<file path="src/rtl/pio_bank_pkg.sv">
// pio_bank_pkg: register offsets within an input-channel window and the
// edge-mode encoding shared by the PIO bank and its input channels.
package pio_bank_pkg;

  localparam int OFS_DATA  = 0;
  localparam int OFS_MASK  = 1;
  localparam int OFS_CAP   = 2;
  localparam int IN_STRIDE = 4;

  typedef enum logic [1:0] {
    EDGE_RISE = 2'd0,
    EDGE_FALL = 2'd1,
    EDGE_ANY  = 2'd2
  } edge_mode_e;

endpackage

</file>
<file path="src/rtl/pio_in_channel.sv">
// pio_in_channel: one input channel of the PIO bank. Synchronises the async
// input word, optionally debounces it (PIO_DEBOUNCE_EN), detects edges,
// holds the sticky capture and irq mask, and produces this channel's irq term.
module pio_in_channel #(
  parameter int DATA_W       = 32,
  parameter int EDGE_MODE    = 0,
  parameter int DEBOUNCE_CYC = 50000
) (
  input  logic              clk,
  input  logic              reset,
  input  logic [DATA_W-1:0] in_async,
  input  logic [DATA_W-1:0] wdata,
  input  logic [DATA_W-1:0] wmask,
  input  logic              mask_we,
  input  logic              cap_we,
  output logic [DATA_W-1:0] data,
  output logic [DATA_W-1:0] mask,
  output logic [DATA_W-1:0] capture,
  output logic              irq_term
);
  import pio_bank_pkg::*;

`ifdef PIO_DEBOUNCE_EN
  localparam bit DB_EN = 1'b1;
`else
  localparam bit DB_EN = 1'b0;
`endif

  logic [DATA_W-1:0] sync1, sync2, lvl, prev, edge_vec;
  logic [1:0]        arm_cnt;
  logic              armed;

  // Two-flop synchroniser for the asynchronous input word.
  always_ff @(posedge clk) begin
    if (reset) begin
      sync1 <= '0;
      sync2 <= '0;
    end else begin
      sync1 <= in_async;
      sync2 <= sync1;
    end
  end

  if (DB_EN && DEBOUNCE_CYC > 0) begin : g_db
    localparam int              CNT_W   = $clog2(DEBOUNCE_CYC + 1);
    localparam logic [CNT_W-1:0] CNT_MAX = CNT_W'(DEBOUNCE_CYC);
    logic [DATA_W-1:0] samp, deb;
    logic [CNT_W-1:0]  cnt;

    // Stability counter: restarts on any change, debounced word follows once stable.
    always_ff @(posedge clk) begin
      if (reset) begin
        samp <= '0;
        deb  <= '0;
        cnt  <= '0;
      end else begin
        samp <= sync2;
        if (sync2 != samp)
          cnt <= '0;
        else if (cnt != CNT_MAX)
          cnt <= cnt + CNT_W'(1);
        if (cnt == CNT_MAX)
          deb <= samp;
      end
    end
    assign lvl = deb;
  end else begin : g_nodb
    assign lvl = sync2;
  end

  assign armed = (arm_cnt == 2'd3);

  // Hold off edge detection for three cycles so reset values never look like an edge.
  always_ff @(posedge clk) begin
    if (reset)
      arm_cnt <= '0;
    else if (!armed)
      arm_cnt <= arm_cnt + 2'd1;
  end

  // Qualifying edges for the configured edge mode.
  always_comb begin
    if (EDGE_MODE == int'(EDGE_FALL))
      edge_vec = prev & ~lvl;
    else if (EDGE_MODE == int'(EDGE_ANY))
      edge_vec = prev ^ lvl;
    else
      edge_vec = lvl & ~prev;
    if (!armed)
      edge_vec = '0;
  end

  // Previous-value flop, byte-lane mask writes and sticky capture (edge beats W1C).
  always_ff @(posedge clk) begin
    if (reset) begin
      prev    <= '0;
      mask    <= '0;
      capture <= '0;
    end else begin
      prev <= lvl;
      if (mask_we)
        mask <= (mask & ~wmask) | (wdata & wmask);
      capture <= (cap_we ? (capture & ~(wdata & wmask)) : capture) | edge_vec;
    end
  end

  assign data     = lvl;
  assign irq_term = |(capture & mask);

endmodule

</file>
<file path="src/rtl/pio_bank.sv">
// pio_bank: Avalon-MM PIO bank with N_OUT output registers and N_IN input
// channels (synchroniser, edge capture, maskable level irq). Optional input
// debounce is enabled by defining PIO_DEBOUNCE_EN.
module pio_bank #(
  parameter int                DATA_W       = 32,
  parameter int                N_OUT        = 4,
  parameter int                N_IN         = 2,
  parameter logic [DATA_W-1:0] OUT_RESET    = '0,
  parameter int                EDGE_MODE    = 0,
  parameter int                DEBOUNCE_CYC = 50000,
  parameter int                ADDR_W       = 6
) (
  input  logic                    clk,
  input  logic                    reset,
  input  logic [ADDR_W-1:0]       avs_address,
  input  logic                    avs_read,
  input  logic                    avs_write,
  input  logic [DATA_W-1:0]       avs_writedata,
  input  logic [DATA_W/8-1:0]     avs_byteenable,
  output logic [DATA_W-1:0]       avs_readdata,
  output logic                    avs_readdatavalid,
  output logic                    irq,
  output logic [N_OUT*DATA_W-1:0] out_export,
  input  logic [N_IN*DATA_W-1:0]  in_export
);
  import pio_bank_pkg::*;

  logic [DATA_W-1:0] out_q   [N_OUT];
  logic [DATA_W-1:0] in_data [N_IN];
  logic [DATA_W-1:0] in_mask [N_IN];
  logic [DATA_W-1:0] in_cap  [N_IN];
  logic [DATA_W-1:0] wmask, rd_mux;
  logic [N_IN-1:0]   irq_terms, mask_we, cap_we;

  for (genvar b = 0; b < DATA_W/8; b++) begin : g_wmask
    assign wmask[b*8 +: 8] = {8{avs_byteenable[b]}};
  end

  for (genvar k = 0; k < N_OUT; k++) begin : g_out
    assign out_export[k*DATA_W +: DATA_W] = out_q[k];
  end

  // Output registers with byte-lane writes.
  always_ff @(posedge clk) begin
    if (reset) begin
      for (int k = 0; k < N_OUT; k++) out_q[k] <= OUT_RESET;
    end else begin
      for (int k = 0; k < N_OUT; k++)
        if (avs_write && avs_address == ADDR_W'(k))
          out_q[k] <= (out_q[k] & ~wmask) | (avs_writedata & wmask);
    end
  end

  // Write decode for the per-channel mask and capture registers.
  always_comb begin
    mask_we = '0;
    cap_we  = '0;
    for (int i = 0; i < N_IN; i++) begin
      mask_we[i] = avs_write && (avs_address == ADDR_W'(N_OUT + IN_STRIDE*i + OFS_MASK));
      cap_we[i]  = avs_write && (avs_address == ADDR_W'(N_OUT + IN_STRIDE*i + OFS_CAP));
    end
  end

  // Read mux; unmapped and reserved offsets return zero.
  always_comb begin
    rd_mux = '0;
    for (int k = 0; k < N_OUT; k++)
      if (avs_address == ADDR_W'(k)) rd_mux = out_q[k];
    for (int i = 0; i < N_IN; i++) begin
      if (avs_address == ADDR_W'(N_OUT + IN_STRIDE*i + OFS_DATA)) rd_mux = in_data[i];
      if (avs_address == ADDR_W'(N_OUT + IN_STRIDE*i + OFS_MASK)) rd_mux = in_mask[i];
      if (avs_address == ADDR_W'(N_OUT + IN_STRIDE*i + OFS_CAP))  rd_mux = in_cap[i];
    end
  end

  // Fixed one-cycle read latency; read data holds between reads.
  always_ff @(posedge clk) begin
    if (reset) begin
      avs_readdata      <= '0;
      avs_readdatavalid <= 1'b0;
    end else begin
      avs_readdatavalid <= avs_read;
      if (avs_read)
        avs_readdata <= rd_mux;
    end
  end

  // Registered level interrupt over all channels.
  always_ff @(posedge clk) begin
    if (reset)
      irq <= 1'b0;
    else
      irq <= |irq_terms;
  end

  for (genvar i = 0; i < N_IN; i++) begin : g_in
    pio_in_channel #(
      .DATA_W       (DATA_W),
      .EDGE_MODE    (EDGE_MODE),
      .DEBOUNCE_CYC (DEBOUNCE_CYC)
    ) u_ch (
      .clk      (clk),
      .reset    (reset),
      .in_async (in_export[i*DATA_W +: DATA_W]),
      .wdata    (avs_writedata),
      .wmask    (wmask),
      .mask_we  (mask_we[i]),
      .cap_we   (cap_we[i]),
      .data     (in_data[i]),
      .mask     (in_mask[i]),
      .capture  (in_cap[i]),
      .irq_term (irq_terms[i])
    );
  end

endmodule

</file>
<file path="config.mk">
export PLATFORM = sky130hd
export DESIGN_NAME = pio_bank
export DESIGN_NICKNAME = d
export VERILOG_FILES = /design/src/rtl/pio_bank_pkg.sv /design/src/rtl/pio_in_channel.sv /design/src/rtl/pio_bank.sv
export SDC_FILE = /design/constraint.sdc
export NUM_CORES = 1
export LEC_CHECK = 0
export ABC_AREA = 1
export BUFFER_PORTS_ARGS = -buffer_cell sky130_fd_sc_hd__buf_4
export CAP_MARGIN = 20
export CORE_ASPECT_RATIO = 0.8
export CORE_MARGIN = 2
export CORE_UTILIZATION = 53
export DETAILED_ROUTE_END_ITERATION = 6
export PLACE_DENSITY = 0.73
export SYNTH_ARGS = -nofsm -noshare
export SYNTH_HDL_FRONTEND = slang
export SYNTH_SLANG_ARGS = --single-unit
export TNS_END_PERCENT = 20
</file>
<file path="constraint.sdc">
create_clock -name clk -period 7.03 [get_ports clk]
set_input_delay 0.3515 -clock clk [delete_from_list [all_inputs] [get_ports clk]]
set_output_delay 0.3515 -clock clk [all_outputs]
set_load 0.03 [all_outputs]
</file>
-- Word-level counts from Yosys, hierarchy flattened
Memories as Yosys holds them, arrays and structs flattened.
Index checks and enable logic that the tools add are counted.
- $add $sub $neg: 2
- eq/ne operators: 11
- bitwise gates (word level): 29
- multiplexer cells: 32
- reduce and logical (&&, ||, !) cells: 10
- operators by type and width (operator ; number):
    $mux W32 ; 18
    $and A32 B32 Y32 ; 13
    $or A32 B32 Y32 ; 8
    $not A32 Y32 ; 4
    $reduce_or A64 Y1 ; 1
    $eq A6 B3 Y1 const B ; 3
    $eq A6 B4 Y1 const B ; 3
    $mux W1 ; 14
    $eq A6 B2 Y1 const B ; 2
    $logic_and A1 B1 Y1 ; 8
    $eq A6 B1 Y1 const B ; 1
    $logic_not A6 Y1 ; 1
    $add A2 B1 Y2 const B ; 2
    $eq A2 B2 Y1 const B ; 2
    $or A1 B1 Y1 ; 4
- memories kept: 1
- flip-flop bits (word level): 358
- input bits: 110
- output and inout bits: 162
- RAM bits: 128
- logic and storage cells: 100
- memory list (name ; words ; bits a word ; read ports ; clocked after memory_dff ; write ports ; RTL line ; RTL):
    out_q ; 4 ; 32 ; 4 ; 0 ; 4 ; pio_bank.sv:28 ; logic [DATA_W-1:0] out_q [N_OUT];

-- Depth between registers and ports, before layout
- word-level depth: 11
- depth in mapped cells: 12
- mapped depth without buffers: 10

-- Cells and area by module
A second synthesis with hierarchy kept.
- cells, all modules: 2783
- area total of the unflattened synthesis: 20945.1 µm²
- by module, submodules not included (module ; seq. area each (µm²) ; instances ; cells each ; area an instance (µm²)):
    pio_in_channel ; 3243.1 ; 2 ; 743 ; 5710.5
    pio_bank ; 4524.3 ; 1 ; 1297 ; 9524.1

-- Worst setup path before layout
OpenSTA, ideal clock, no wires.
- path kind: input to register
- start: in avs_address[5]
- end: mem out_q[2][0], enable pin
- buffers on the path: 1
- library setup time: 0.466 ns
- data required time: 6.564 ns
- slack: 3.359 ns
- arrival: 3.205 ns
- stages: 4
- path through: nor2_4 -> nand3_1 -> clkbuf_1 -> o21ai_0
- RTL lines (what ; RTL line ; RTL):
    start: declaration ; pio_bank.sv:15 ; input logic [ADDR_W-1:0] avs_address,
    end: declaration ; pio_bank.sv:28 ;

-- Final worst setup path
- start: in avs_address[5]
- end: reg g_in[0].u_ch.capture[0]
- cells in the longest elaborated chain, start to end: 4
- ends and longest elaborated chain (what ; RTL line ; RTL):
    $eq A6 B3 Y1 ; pio_bank.sv:60 ; cap_we[i] = avs_write && (avs_address == ADDR_W'(N_OUT + IN_STRIDE*i + OFS_CAP));
    $logic_and A1 B1 Y1 ; pio_bank.sv:60 ;
    $mux W32 ; pio_in_channel.sv:103 ; capture <= (cap_we ? (capture & ~(wdata & wmask)) : capture) | edge_vec;
    $or A32 B32 Y32 ; pio_in_channel.sv:103 ;
    end signal: assignment ; pio_in_channel.sv:103 ;
    end: declaration ; pio_in_channel.sv:18 ; output logic [DATA_W-1:0] capture,
Every way passes these cells.
A chain may end at the register's enable or synchronous reset.

==> flow_summary.json <==
{
  "status": "complete, no violations",
  "cp.arrival_ns": 3.46,
  "netlist_instances": 2631,
  "grt_use_met1": 0.3679,
  "dieArea_sq_mm": 0.03978,
  "num_rows": 63,
  "finalSetupViolations": 0,
  "yosysSeqAreaShare": 0.5439,
  "cts.sinks": 486,
  "synth-async-reset-ratio": 0,
  "drv_slew": 0,
  "postCtsHoldBufs": 55,
  "clockBufferDepth": 3,
  "synthesis.nets": 2743,
  "p_switching_w": 0.001481,
  "antenna_found_initial": 0,
  "finalHoldViolations": 0,
  "crit_slowest_cell": "nand2_1",
  "post-cts-setup-buffers": 0,
  "final_cell_mix": "nor2_1, nand2_1, a21oi_1",
  "clkPwrFrac": 0.421,
  "htreeDepth": 2,
  "grt_pass1_vias": 17332,
  "drcViolationCount": 0,
  "ff2ff_setup_slack_ns": 5.37,
  "rr_worst_depth": 8,
  "yosys-top-cells-area": "dfxtp_1, edfxtp_1, nor2_1, a21oi_1, nand2_1",
  "area_delta_synth_final_pct": 22.21,
  "grtUsageMet2": 0.5173,
  "rsz0062_at_grt": "no",
  "drtIter0Drc": 1793,
  "cp-end-kind": "flip-flop",
  "grt_start_max_net_pins": 142,
  "slowest_delay_ns": 0.65,
  "cts-resized-gates": 0,
  "synth_area_sq_mm": 0.02024,
  "hold_depth": 3,
  "busiest_layer": "met2",
  "swShare": 0.2408,
  "stdcell_count": 3406,
  "synth_top_area_cell": "dfxtp_1",
  "avgSynthCellArea_sq_um": 7.694,
  "cp_max_fo": 70,
  "r2r_end": "irq",
  "dp_cells": 3262,
  "max-slew-margin-rel": 0.3108,
  "hp-start": "in_export[39]",
  "avgViaCountPerCell": 5.391,
  "worst_pin_slew_ns": 1.033,
  "required_ns": 7.44,
  "diodes": 0,
  "fin_nets": 2995,
  "synth_top_cell_area_share": 0.3541,
  "port_buffers": 271,
  "layout_commonest_cell": "nor2_1",
  "grt_first_pass_wirelength_microns": 92530,
  "synth_edf_count": 128,
  "max_cap_viol_count": 0,
  "fin_crit_sh": 0.4346,
  "power_density_mw_per_mm2": 248.6,
  "maxClockFrequency_ghz": 0.3273,
  "p_int_w": 0.004669,
  "comb_power_share": 0.088,
  "fin_crit_ns": 3.055,
  "gr-total-overflow": 0,
  "use_met3": 0.03736,
  "critPathMostFrequentCell": "buf_4",
  "p_seq_frac": 0.492,
  "place_hpwl_microns": 41690,
  "die_y_microns": 178.8,
  "finalSetupTns_ns": 0,
  "gp_congestion": 0.8978,
  "drtAntennaViolNets": 0,
  "cts_root_buffer": "clkbuf_16",
  "hp-class": "input port to flip-flop",
  "first_pass_iters": 5,
  "power_leakage_nw": 10.46,
  "wl_per_cell_microns": 17.72,
  "yosys_warnings": 0,
  "start_util": 0.5418,
  "dr_total_vias": 18362,
  "cts_inserted_buffers": 47,
  "pin_count": 272,
  "yosysUniqueCellTypes": 26,
  "hold_path_end": "g_in[1].u_ch.sync1[7]",
  "synthFlopType": "dfxtp_1",
  "path_clk_slew_ns": 0.06,
  "drive_above_1_share": 0.1353,
  "path_class": "input port to flip-flop",
  "clock_latency_ns": 0.57,
  "r2r_start": "g_in[0].u_ch.capture[10]",
  "cp-start-kind": "input port",
  "cts_tree": "done",
  "die_x_microns": 222.5,
  "wirelength_microns": 60340,
  "synth-seq-cells": 486,
  "path_cells": "buf_4, nor2_4, buf_4, nand2_1, nor2_4, buf_4, nand2_1, buf_8, o21ai_0, a21oi_1",
  "skew_ns": 0.01912,
  "grt_usage": 0.2969,
  "core_area_sq_mm": 0.03736,
  "ir_drop_mv": 0.1572
}
## worst max-delay path, delay by kind of cell
family | cells | cell delay (ns)
simple gates | 4 | 1.20
buf+inv | 4 | 1.61
compound gates | 2 | 0.27
## cells by family after synthesis
kind of cell / share of synthesized area
compound gates: 0.1276
xor+xnor: 0.0008655
fa+ha+maj: 0.001236
buf+inv: 0.1009
flops: 0.5439
simple gates: 0.2254
## cell usage after synthesis, types with 3 or more instances
library cell / n
a21oi_1: 380
a221oi_1: 11
buf_1: 9
buf_2: 43
buf_4: 3
clkbuf_1: 96
dfxtp_1: 358
edfxtp_1: 128
inv_1: 368
inv_2: 5
nand2_1: 409
nand2_2: 4
nand3_1: 65
nand4_1: 99
nor2_1: 522
nor2_2: 5
nor2_4: 4
o21ai_0: 46
o21ai_1: 62
o22ai_1: 6
## layout make-up
type	instances	area [sq um]
Fill cell	3151	12630
Sequential cell	486	11010
Multi-Input combinational cell	1620	7217
Timing Repair Buffer	355	2925
Inverter	373	1400
Clock buffer	64	1344
Tap cell	487	609.3
Clock inverter	21	231.5
## routing by layer
metal,routed length [microns],vias up
met5,0,-
met4,2846,0
met3,4001,159
met2,29620,743
met1,23870,8546
li1,-,8914
## power groups by stage
stage	registers (W)	logic, W	clock network [W]
3_5_place_dp	0.00308	0.000502	0
2_1_floorplan	0.00313	0.000246	0
3_3_place_gp	0.00308	0.000494	0
5_1_grt	0.00303	0.000590	0.00273
6_report	0.00302	0.000539	0.00259
4_1_cts	0.00302	0.000529	0.00262
## how the worst max path moves through the flow
stage | from | depth (start not counted) | to | slack [ns]
global route | avs_address[5] | 10 | g_in[0].u_ch.capture[3] | 3.84
CTS | avs_address[5] | 8 | out_q[3][9] | 3.80
floorplan | avs_address[5] | 4 | out_q[2][0] | 3.36
global placement | avs_address[5] | 7 | out_q[3][9] | 3.19
finish | avs_address[5] | 10 | g_in[0].u_ch.capture[0] | 3.97
detailed placement | avs_address[5] | 8 | out_q[3][9] | 3.23
## metrics by stage
step           cell area, sq um    util  total power, W  hold WS, ns  setup WS, ns
2_1_floorplan             20240       -        0.003373       0.3883         3.359
3_3_place_gp              22440  0.6005        0.003576       0.3888         3.186
3_5_place_dp              22510  0.6026        0.003586       0.3958         3.235
4_1_cts                   24640  0.6595        0.006173   0.00002581         3.803
5_1_grt                   24740  0.6621        0.006352      0.01560         3.845
6_report                  24740  0.6621        0.006150      0.01755         3.975
No activity file was read; power rests on OpenSTA's default activity.
